File: config.mk
export PLATFORM = sky130hd
export DESIGN_NAME = bp_update_sched
export DESIGN_NICKNAME = d
export VERILOG_FILES = /design/src/rtl/bp_update_sched.sv
export SDC_FILE = /design/constraint.sdc
export NUM_CORES = 1
export LEC_CHECK = 0
export BUFFER_PORTS_ARGS = -buffer_cell sky130_fd_sc_hd__buf_2
export CAP_MARGIN = 20
export CORE_MARGIN = 2
export CORE_UTILIZATION = 35
export DETAILED_ROUTE_END_ITERATION = 10
export PLACE_DENSITY = 0.5
export SLEW_MARGIN = 20
export SYNTH_ARGS = -nofsm -noshare
export SYNTH_HDL_FRONTEND = slang
export SYNTH_SLANG_ARGS = --single-unit
export TNS_END_PERCENT = 100
File: constraint.sdc
create_clock -name clock -period 5.3 [get_ports clock]
set_clock_uncertainty 0.1 [all_clocks]
set_input_delay 1.06 -clock clock [delete_from_list [all_inputs] [get_ports clock]]
set_output_delay 1.06 -clock clock [all_outputs]
set_load 0.05 [all_outputs]
File: src/rtl/bp_update_sched.sv
// Branch-predictor update scheduler: merges two execute-stage training ports into an
// in-order circular FIFO and drains it one entry per cycle into the predictor write port.
module bp_update_sched #(
    parameter int DEPTH = 4,
    parameter int CNT_W = 16,
    parameter int XLEN  = 32
) (
    input  logic                     clock,
    input  logic                     reset,
    input  logic                     squash,
    input  logic                     in0_valid,
    input  logic [XLEN-1:0]          in0_pc,
    input  logic [XLEN-1:0]          in0_tg_pc,
    input  logic                     in0_taken,
    input  logic                     in0_cond,
    input  logic                     in1_valid,
    input  logic [XLEN-1:0]          in1_pc,
    input  logic [XLEN-1:0]          in1_tg_pc,
    input  logic                     in1_taken,
    input  logic                     in1_cond,
    output logic                     in_ready,
    output logic                     upd_valid,
    input  logic                     upd_ready,
    output logic [XLEN-1:0]          upd_pc,
    output logic [XLEN-1:0]          upd_tg_pc,
    output logic                     upd_taken,
    output logic                     upd_cond,
    output logic [$clog2(DEPTH):0]   count,
    output logic [CNT_W-1:0]         drop_cnt
);

    localparam int PW = $clog2(DEPTH);
    localparam int CW = PW + 1;
    localparam int DW = CNT_W + 1;

    typedef struct packed {
        logic [XLEN-1:0] pc;
        logic [XLEN-1:0] tg_pc;
        logic            taken;
        logic            cond;
    } entry_t;

    entry_t           mem_q [DEPTH];
    entry_t           mem_d [DEPTH];
    logic [PW-1:0]    rd_ptr_q, rd_ptr_d;
    logic [PW-1:0]    wr_ptr_q, wr_ptr_d;
    logic [CW-1:0]    count_q, count_d;
    logic [CNT_W-1:0] drop_cnt_q, drop_cnt_d;
    logic             in_ready_q, in_ready_d;

    logic             deq;
    logic             acc0, acc1;
    logic [CW-1:0]    free, free_after0;
    logic [PW-1:0]    wr1_idx;
    logic [1:0]       drops;
    logic [DW-1:0]    drop_sum;

    // Handshake: an entry leaves the head on a cycle where upd_valid && upd_ready;
    // while upd_valid && !upd_ready the head entry (and so upd_*) is held unchanged.
    always_comb begin
        deq         = (count_q != '0) && upd_ready;
        free        = CW'(DEPTH) - count_q + CW'(deq);
        acc0        = in0_valid && (free != '0);
        free_after0 = free - CW'(acc0);
        acc1        = in1_valid && (free_after0 != '0);
        drops       = {1'b0, in0_valid & ~acc0} + {1'b0, in1_valid & ~acc1};
        wr1_idx     = wr_ptr_q + PW'(acc0);

        mem_d = mem_q;
        if (acc0) mem_d[wr_ptr_q] = '{pc: in0_pc, tg_pc: in0_tg_pc, taken: in0_taken, cond: in0_cond};
        if (acc1) mem_d[wr1_idx]  = '{pc: in1_pc, tg_pc: in1_tg_pc, taken: in1_taken, cond: in1_cond};

        rd_ptr_d   = rd_ptr_q + PW'(deq);
        wr_ptr_d   = wr_ptr_q + PW'(acc0) + PW'(acc1);
        count_d    = count_q + CW'(acc0) + CW'(acc1) - CW'(deq);
        drop_sum   = {1'b0, drop_cnt_q} + DW'(drops);
        drop_cnt_d = drop_sum[CNT_W] ? '1 : drop_sum[CNT_W-1:0];

        // A flush discards the queue and ignores same-cycle inputs entirely.
        if (squash) begin
            mem_d      = mem_q;
            rd_ptr_d   = '0;
            wr_ptr_d   = '0;
            count_d    = '0;
            drop_cnt_d = drop_cnt_q;
        end

        in_ready_d = (CW'(DEPTH) - count_d) >= CW'(2);
    end

    always_ff @(posedge clock) begin
        if (reset) begin
            for (int i = 0; i < DEPTH; i++) mem_q[i] <= '0;
            rd_ptr_q   <= '0;
            wr_ptr_q   <= '0;
            count_q    <= '0;
            drop_cnt_q <= '0;
            in_ready_q <= 1'b1;
        end else begin
            for (int i = 0; i < DEPTH; i++) mem_q[i] <= mem_d[i];
            rd_ptr_q   <= rd_ptr_d;
            wr_ptr_q   <= wr_ptr_d;
            count_q    <= count_d;
            drop_cnt_q <= drop_cnt_d;
            in_ready_q <= in_ready_d;
        end
    end

    // Data outputs read zero whenever nothing is being presented.
    always_comb begin
        upd_valid = (count_q != '0);
        upd_pc    = upd_valid ? mem_q[rd_ptr_q].pc    : '0;
        upd_tg_pc = upd_valid ? mem_q[rd_ptr_q].tg_pc : '0;
        upd_taken = upd_valid ? mem_q[rd_ptr_q].taken : 1'b0;
        upd_cond  = upd_valid ? mem_q[rd_ptr_q].cond  : 1'b0;
    end

    assign in_ready = in_ready_q;
    assign count    = count_q;
    assign drop_cnt = drop_cnt_q;

endmodule
# After elaboration in Yosys (flattened, before gate mapping)
# Index checks and enable logic that the tools add are counted.
# word_totals
reg_bits,288
latch_bits,0
mem_bits_rw,0
romBits,0
out_inout_bits,87
elab_cells,72
mem_count,0
# op_classes
add_sub_neg,12
mul,0
n_div,0
order_cmp,6
n_eq_ne,0
n_shift,0
muxes,17
n_bitwise,7
reduce_logical,9
# ops
cell,n
$bwmux 264,2
$mux 264,2
$demux 66 s2,2
$mux 66,4
$bmux 66 s2,1
$mux 32,2
$add 16x2->17,1
$mux 16,1
$add 3x1->3,3
$ge 3x3->1 const B,3
$not 2->3,3
$reduce_bool 3->1,3
$add 2x1->2,3
$lt 3x1->1 const B,2
$sub 3x1->3,2
$sub 3x3->3 const A,2
$logic_and 1x1->1,5
$ge 3x2->1 const B,1
$mux 3,1
$add 1x1->2,1
$and 1x1->1,2
$mux 1,2
$not 1->1,2
$reduce_or 2->1,1

# Longest topological paths before layout
# Gate-level depths: netlist (run 1).
# logic_depth
depth_word,13
depth_mapped,18
mapped_depth_nobuf,16

# Worst setup path before layout (run 1)
# Ideal clock, no wire load.
# synth_path
path_kind,register to register
startpoint,"register count_q[2], in the netlist count[2]"
endpoint,"register in_ready_q, in the netlist in_ready"
setup_time_ns,0.122
arrival_time_ns,4.095
path_slack_ns,0.983
stages_incl_launch_ff,19
n_path_buf,2
cell_sequence,dfxtp_1 -> or3_1 -> clkbuf_1 -> nand2_1 -> ha_1 -> inv_1 -> ha_1 -> nor2b_1 -> buf_2 -> a21boi_0 -> xnor2_1 -> fa_1 -> inv_1 -> fa_1 -> nor2_1 -> inv_1 -> ha_1 -> xnor2_1 -> nand3_1
# synth_via
elab_chain_len,13
# synth_lines
element,line_no,source
from (decl),47,"logic [CW-1:0] count_q, count_d;"
from (signal assigned),103,count_q <= count_d;
"parallel branches: the longest is 9 deep, another holds $sub 3x3->3",n/a,
$sub 3x1->3 *,75,count_d = count_q + CW'(acc0) + CW'(acc1) - CW'(deq);
$mux 3 *,80,if (squash) begin
named net count_d[1],47,
$sub 3x3->3 *,88,in_ready_d = (CW'(DEPTH) - count_d) >= CW'(2);
$ge 3x2->1 *,88,
to (signal assigned),105,in_ready_q <= in_ready_d;
to (decl),49,"logic in_ready_q, in_ready_d;"
# Mark *: on every way through the listed nets, which the timed path passes.
# A chain may end at the register's enable or synchronous reset.

# Worst setup path after layout (run 1)
# layout_path
startpoint,"register count_q[2], in the netlist count[2]"
endpoint,"register, netlist name mem_q[173]"
# layout_via
elab_chain_len,13
# layout_lines
element,line_no,source
"parallel branches: the longest is 2 deep, another holds $sub 3x3->3",n/a,
$add 3x1->3 *,62,free = CW'(DEPTH) - count_q + CW'(deq);
$reduce_bool 3->1,63,acc0 = in0_valid && (free != '0);
$logic_and 1x1->1,63,
$add 2x1->2,67,wr1_idx = wr_ptr_q + PW'(acc0);
$not 2->3 (not written as such),71,"if (acc1) mem_d[wr1_idx] = '{pc: in1_pc, tg_pc: in1_tg_pc, taken: in1_taken, cond: in1_cond};"
$ge 3x3->1 (not written as such) / $lt 3x1->1 (equally long branches),71,
$logic_and 1x1->1 (not written as such),71,
$mux 66 (not written as such),71,
$demux 66 s2,71,
$bwmux 264,71,
$mux 264 *,71,
# Mark *: on every way between the ends.

==> results.yml, run 1 <==
global_routing:
  track_usage: 0.2654
  grt_max_degree: 185
  grt_pass1_wl_um: 110700
  antenna_found_initial: 9
  grt_overflow: 0
  grt_pass1_vias: 18190
power_and_ir_drop:
  power.density_nw_per_um2: 528.9
  ir_drop_v: 0.0004708
  p_total_mw: 10.90
  p_leak_nw: 6.259
cells_and_area:
  final_nets: 2351
  area_delta_synth_final_pct: 15.96
  mostFrequentLayoutCells: "286 x dfxtp_1, 274 x a21oi_1, 271 x nand2_1, 264 x o2111ai_1, 264 x o211ai_1"
  final_common_cell: "dfxtp_1"
  layout-drive-gt1-share: 0.1908
timing:
  fin_setup_tns_ns: 0
  setup_viol: 0
  fmax_ghz: 0.2117
  relSlewSlack: 0.3658
  min_period_ns: 4.723
  slew_violations: 0
  worstMarginPinSlew_ns: 0.9445
  hold_violations: 0
  fin_crit_sh: 0.8912
  rsz0062_at_grt: "false"
clock_network:
  cts_setup_buffers: 0
  cts_root_buffer: "clkbuf_16"
  worstSkewPairLatency_ns: 0.57
  clkSinkCount: 288
  post_cts_resized: 0
  h-tree-depth: 2
  cts_buffers: 38
  hold_buffers: 0
  cts_tree: "built"
  clock_path_buffers: 3
  clk_pin_slew_ns: 0.06
synth:
  synthFlopType: "dfxtp_1"
  synthArstFlopShare: 0
  synth_cell_types: 47
  netlist_area_um2: 17760
  synthTopCellsByArea: "dfxtp_1 32%, o2111ai_1 13%, o211ai_1 11%, mux4_2 8.4%, a21oi_1 7.7%"
  syn_area_per_cell_um2: 8.301
  yosys.area.top_type_share: 0.3246
  ys_seq_area_frac: 0.3246
  synth_edf_count: 0
  yosysWarnings: 0
  ys_seq_elements: 288
  synth.largest_area_cell: "dfxtp_1"
  synthCells: 2140
  syn_nets: 2289
worst_hold_path:
  hold_class: "flop to flop"
critical_path:
  critPathMaxFanout: 74
  required_ns: 5.62
  cp-start-kind: "flop"
  crit_arrival_ns: 5.04
  worst_setup_path_end_kind: "flop"
  criticalPathCategory: "flop to flop"
die:
  core_area_um2: 50170
  die_area_um2: 52570
  ios: 225
  rows: 82
  initial_utilization: 0.3541
  die_width_um: 229.3
  chipHeight_um: 229.3
placed_design:
  numPortBuffers: 224
  gp_congestion: 0.7644
  hpwl_um: 39130
detailed_routing:
  detail-route-antenna-nets: 0
  via_per_inst: 6.531
  drcViolationCount: 0
  dr.pass1.iters: 5
  drt-total-wl_um: 71930
  drtIter0Drc: 2072
  avgRoutedWirePerCell_um: 24.74
  vias: 18990
outcome:
  outcome: "complete, no violations"
run:
  drv_cap: 0
synthesized netlist by cell type (2+ instances only):
cell type and number:
inv_1 9, nor3_1 8, ha_1 8, a21o_1 4, o2111ai_1 264, xor2_1 5, o311ai_2 4, xnor2_1 10
nand3b_1 3, nand2b_1 2, and2_1 70, clkbuf_1 144, xor2_2 2, buf_1 14, a311oi_2 4, a21oi_1 274
o211ai_1 264, nor2b_1 7, a31oi_1 2, a21oi_2 4, o21ai_0 263, nand4_1 3, dfxtp_1 288, nor2_1 16
nand3_1 12, nand2_1 271, fa_1 3, buf_2 95, and3_1 3, a221oi_1 2, mux4_2 66
path summary, 6_finish.rpt:
path                                 start          to  cells after the start  slack, ns
worst max-delay path              count[2]  mem_q[173]                     15       0.58
worst min-delay path            mem_q[155]  mem_q[155]                      2       0.39
worst max register to register    count[2]  mem_q[173]                     15       0.58
worst min register to register  mem_q[155]  mem_q[155]                      2       0.39
critical path, stage by stage, from the launching register on:
cell       delay, ns
dfxtp_1         0.39
or3_2           0.52
nand2_1         0.17
ha_1            0.17
inv_1           0.04
ha_1            0.26
buf_4           0.18
nor2b_1         0.11
buf_4           0.22
a21boi_0        0.21
ha_1            0.29
xnor2_1         0.77
o311ai_4        0.21
buf_4           0.44
o2111ai_1       0.32
o211ai_1        0.13
cell families (layout without fill, tap and decap cells):
kind of cell,after synthesis,in the layout,share of synthesized area
and+or+nand+nor,403,403,0.1012
muxes,66,66,0.08368
other,0,7,0
adders and majority gates,11,11,0.009016
buffers and inverters,263,351,0.06248
xor gates and xnor gates,19,19,0.01141
DFF,288,288,0.3246
AOI/OAI and AO/OA,1090,1090,0.4076
flip-flops by register name, indices dropped and copies added (netlist names):
register / count
count: 3
mem_q: 264
drop_cnt: 16
wr_ptr_q: 2
rd_ptr_q: 2
in_ready: 1
cell type report:
class | instances | area, um2
Fill cell | 5009 | 29570
Multi-Input combinational cell | 1589 | 11020
Sequential cell | 288 | 5773
Timing Repair Buffer | 276 | 1715
Clock buffer | 57 | 1124
Tap cell | 672 | 840.8
Clock inverter | 9 | 70.07
Inverter | 9 | 33.78
Antenna cell | 7 | 17.52
per-stage QoR:
stage               utilization  hold slack [ns]  setup WS [ns]  cells  area [um2]
finish                   0.4106           0.3902         0.5767   2907       20600
global route             0.4104           0.4111         0.2704   2904       20590
CTS                      0.4101           0.3894         0.5675   2900       20580
detailed placement       0.3864           0.3806         0.3390   2834       19380
global placement         0.3864           0.3704         0.4751   2834       19380
floorplan                     -           0.3593         0.9828   2140       17760
routing by layer:
layer	global-route usage	vias up	part of all wire
met3	0.05005	140	0.076
met1	0.3699	9350	0.44
met5	0	-	0.00071
li1	-	8587	-
met2	0.4137	900	0.46
met4	0.08421	8	0.024
power by group:
group          leakage [nW]  switching [mW]  internal, mW
clock network         0.587            1.06          1.47
logic                  3.33            3.60          1.57
registers              2.34           0.460          2.75
total                  6.26            5.12          5.78
(Power assumes the default switching activity.)
==> run 2, diff against run 1 <==
Settings changed: CORE_MARGIN 2 to default, GPL_TIMING_DRIVEN from default to 0.
==> run 2 against run 1 <==
  * Largest cell class unchanged
  * Critical endpoint is now mem_q[105]
  * Design area is 1.8% higher
  * Global-route usage rose by 5.0 points
  * Clock-buffer cell count fell by 4
  * Highest routed layer unchanged
==> results.yml, run 2 (synthesis gave the netlist of run 1 again) <==
clock_network:
  hold_buffers: 0
  cts_buffers: 38
  post_cts_resized: 2
  cts_setup_buffers: 0
  h-tree-depth: 2
  cts_tree: "built"
  worstSkewPairLatency_ns: 0.58
  clkSinkCount: 288
  cts_root_buffer: "clkbuf_16"
  clk_pin_slew_ns: 0.06
  clock_path_buffers: 3
critical_path:
  required_ns: 5.64
  criticalPathCategory: "flop to flop"
  critPathMaxFanout: 14
  worst_setup_path_end_kind: "flop"
  crit_arrival_ns: 5.22
  cp-start-kind: "flop"
timing:
  fmax_ghz: 0.2051
  min_period_ns: 4.877
  hold_violations: 0
  fin_crit_sh: 0.9202
  whs_ns: 0.3898
  rsz0062_at_grt: "false"
  setup_viol: 0
  relSlewSlack: 0.2995
  finalWorstSetupSlack_ns: 0.4231
  slew_violations: 0
  fin_setup_tns_ns: 0
  worstMarginPinSlew_ns: 1.051
power_and_ir_drop:
  share_seq_of_total_power: 0.291
  swShare: 0.4778
  switchingPower_mw: 5.326
  clockPowerShare: 0.233
  p_leak_nw: 6.502
  power.density_nw_per_um2: 531.7
  combPwrFrac: 0.476
  ir_drop_v: 0.0001936
  p_int_mw: 5.822
cells_and_area:
  top_register: "mem_q"
  mostFrequentLayoutCells: "320 x buf_2, 288 x dfxtp_1, 274 x a21oi_1, 271 x nand2_1"
  final_nets: 2554
  final_common_cell: "buf_2"
  largest_register_ffs: 264
  area_delta_synth_final_pct: 18.04
  layout-drive-gt1-share: 0.1923
detailed_routing:
  vias: 20240
  detail-route-antenna-nets: 0
  drt-total-wl_um: 82840
  dr.pass1.iters: 6
  via_per_inst: 6.528
  drtIter0Drc: 2122
  drcViolationCount: 0
  avgRoutedWirePerCell_um: 26.71
die:
  rows: 82
  die_area_um2: 51660
  ios: 225
  die_width_um: 227.3
  core_area_um2: 50070
  initial_utilization: 0.3548
  chipHeight_um: 227.3
global_routing:
  grt_overflow: 0
  grt_pass1_wl_um: 123200
  grt_max_degree: 15
  antenna_found_initial: 3
  track_usage: 0.3151
  grt_pass1_vias: 19060
run:
  drv_cap: 0
placed_design:
  numPortBuffers: 224
  hpwl_um: 56700
  gp_congestion: 0.8783
  pre_cts_ws_ns: -0.5618
outcome:
  outcome: "complete, no violations"
worst_hold_path:
  hold_class: "flop to flop"
run 2: power groups by stage:
stage,clock network [mW],registers [mW],logic (mW)
after floorplan,0,3.13,3.36
after global placement,0,3.24,5.09
after detailed placement,0,3.25,5.18
after CTS,2.64,3.22,5.19
after global routing,2.71,3.31,5.63
final,2.60,3.24,5.31
run 2: through the flow:
stage	utilization	std cells	total power, mW	instance area, um2
floorplan	-	2140	6.493	17760
global placement	0.3940	3036	8.325	19730
detailed placement	0.3940	3036	8.428	19730
CTS	0.4181	3098	11.04	20930
global route	0.4188	3101	11.65	20970
finish	0.4188	3101	11.15	20970
run 2: final timing paths:
path              cells after the start        from    endpoint  slack (ns)
setup / recovery                     15    count[2]  mem_q[105]        0.42
hold / removal                        2  mem_q[159]  mem_q[159]        0.39
setup reg to reg                     15    count[2]  mem_q[105]        0.42
hold reg to reg                       2  mem_q[159]  mem_q[159]        0.39
run 2: area by class of cell:
type	instances	area [um2]
repair buffers	226	1144
clock inverters	10	97.59
inverters	9	33.78
diodes	1	2.502
flip-flops and latches	288	5766
clock buffers	53	1109
fillers	5097	29100
well taps	672	840.8
plain buffers	253	1075
multi-input cells	1589	10900
run 2: critical path, cell delays in order (launching register included):
cell and delay [ns]:
dfxtp_1 0.44, or3_4 0.63, nand2_1 0.24, ha_1 0.18
inv_1 0.05, ha_1 0.44, nor2b_1 0.09, buf_2 0.21
a21boi_1 0.30, ha_1 0.33, xor2_2 0.36, o311ai_2 0.36
buf_2 0.36, buf_2 0.27, o2111ai_1 0.23, o211ai_1 0.13
run 2: layer usage:
| metal | track usage | up-vias | wire, um |
|---|---|---|---|
| met5 | 0 | - | 25 |
| met4 | 0.1254 | 4 | 2866 |
| met3 | 0.07137 | 188 | 7621 |
| met2 | 0.4892 | 1156 | 37570 |
| met1 | 0.4220 | 9939 | 34760 |
| li1 | - | 8956 | - |
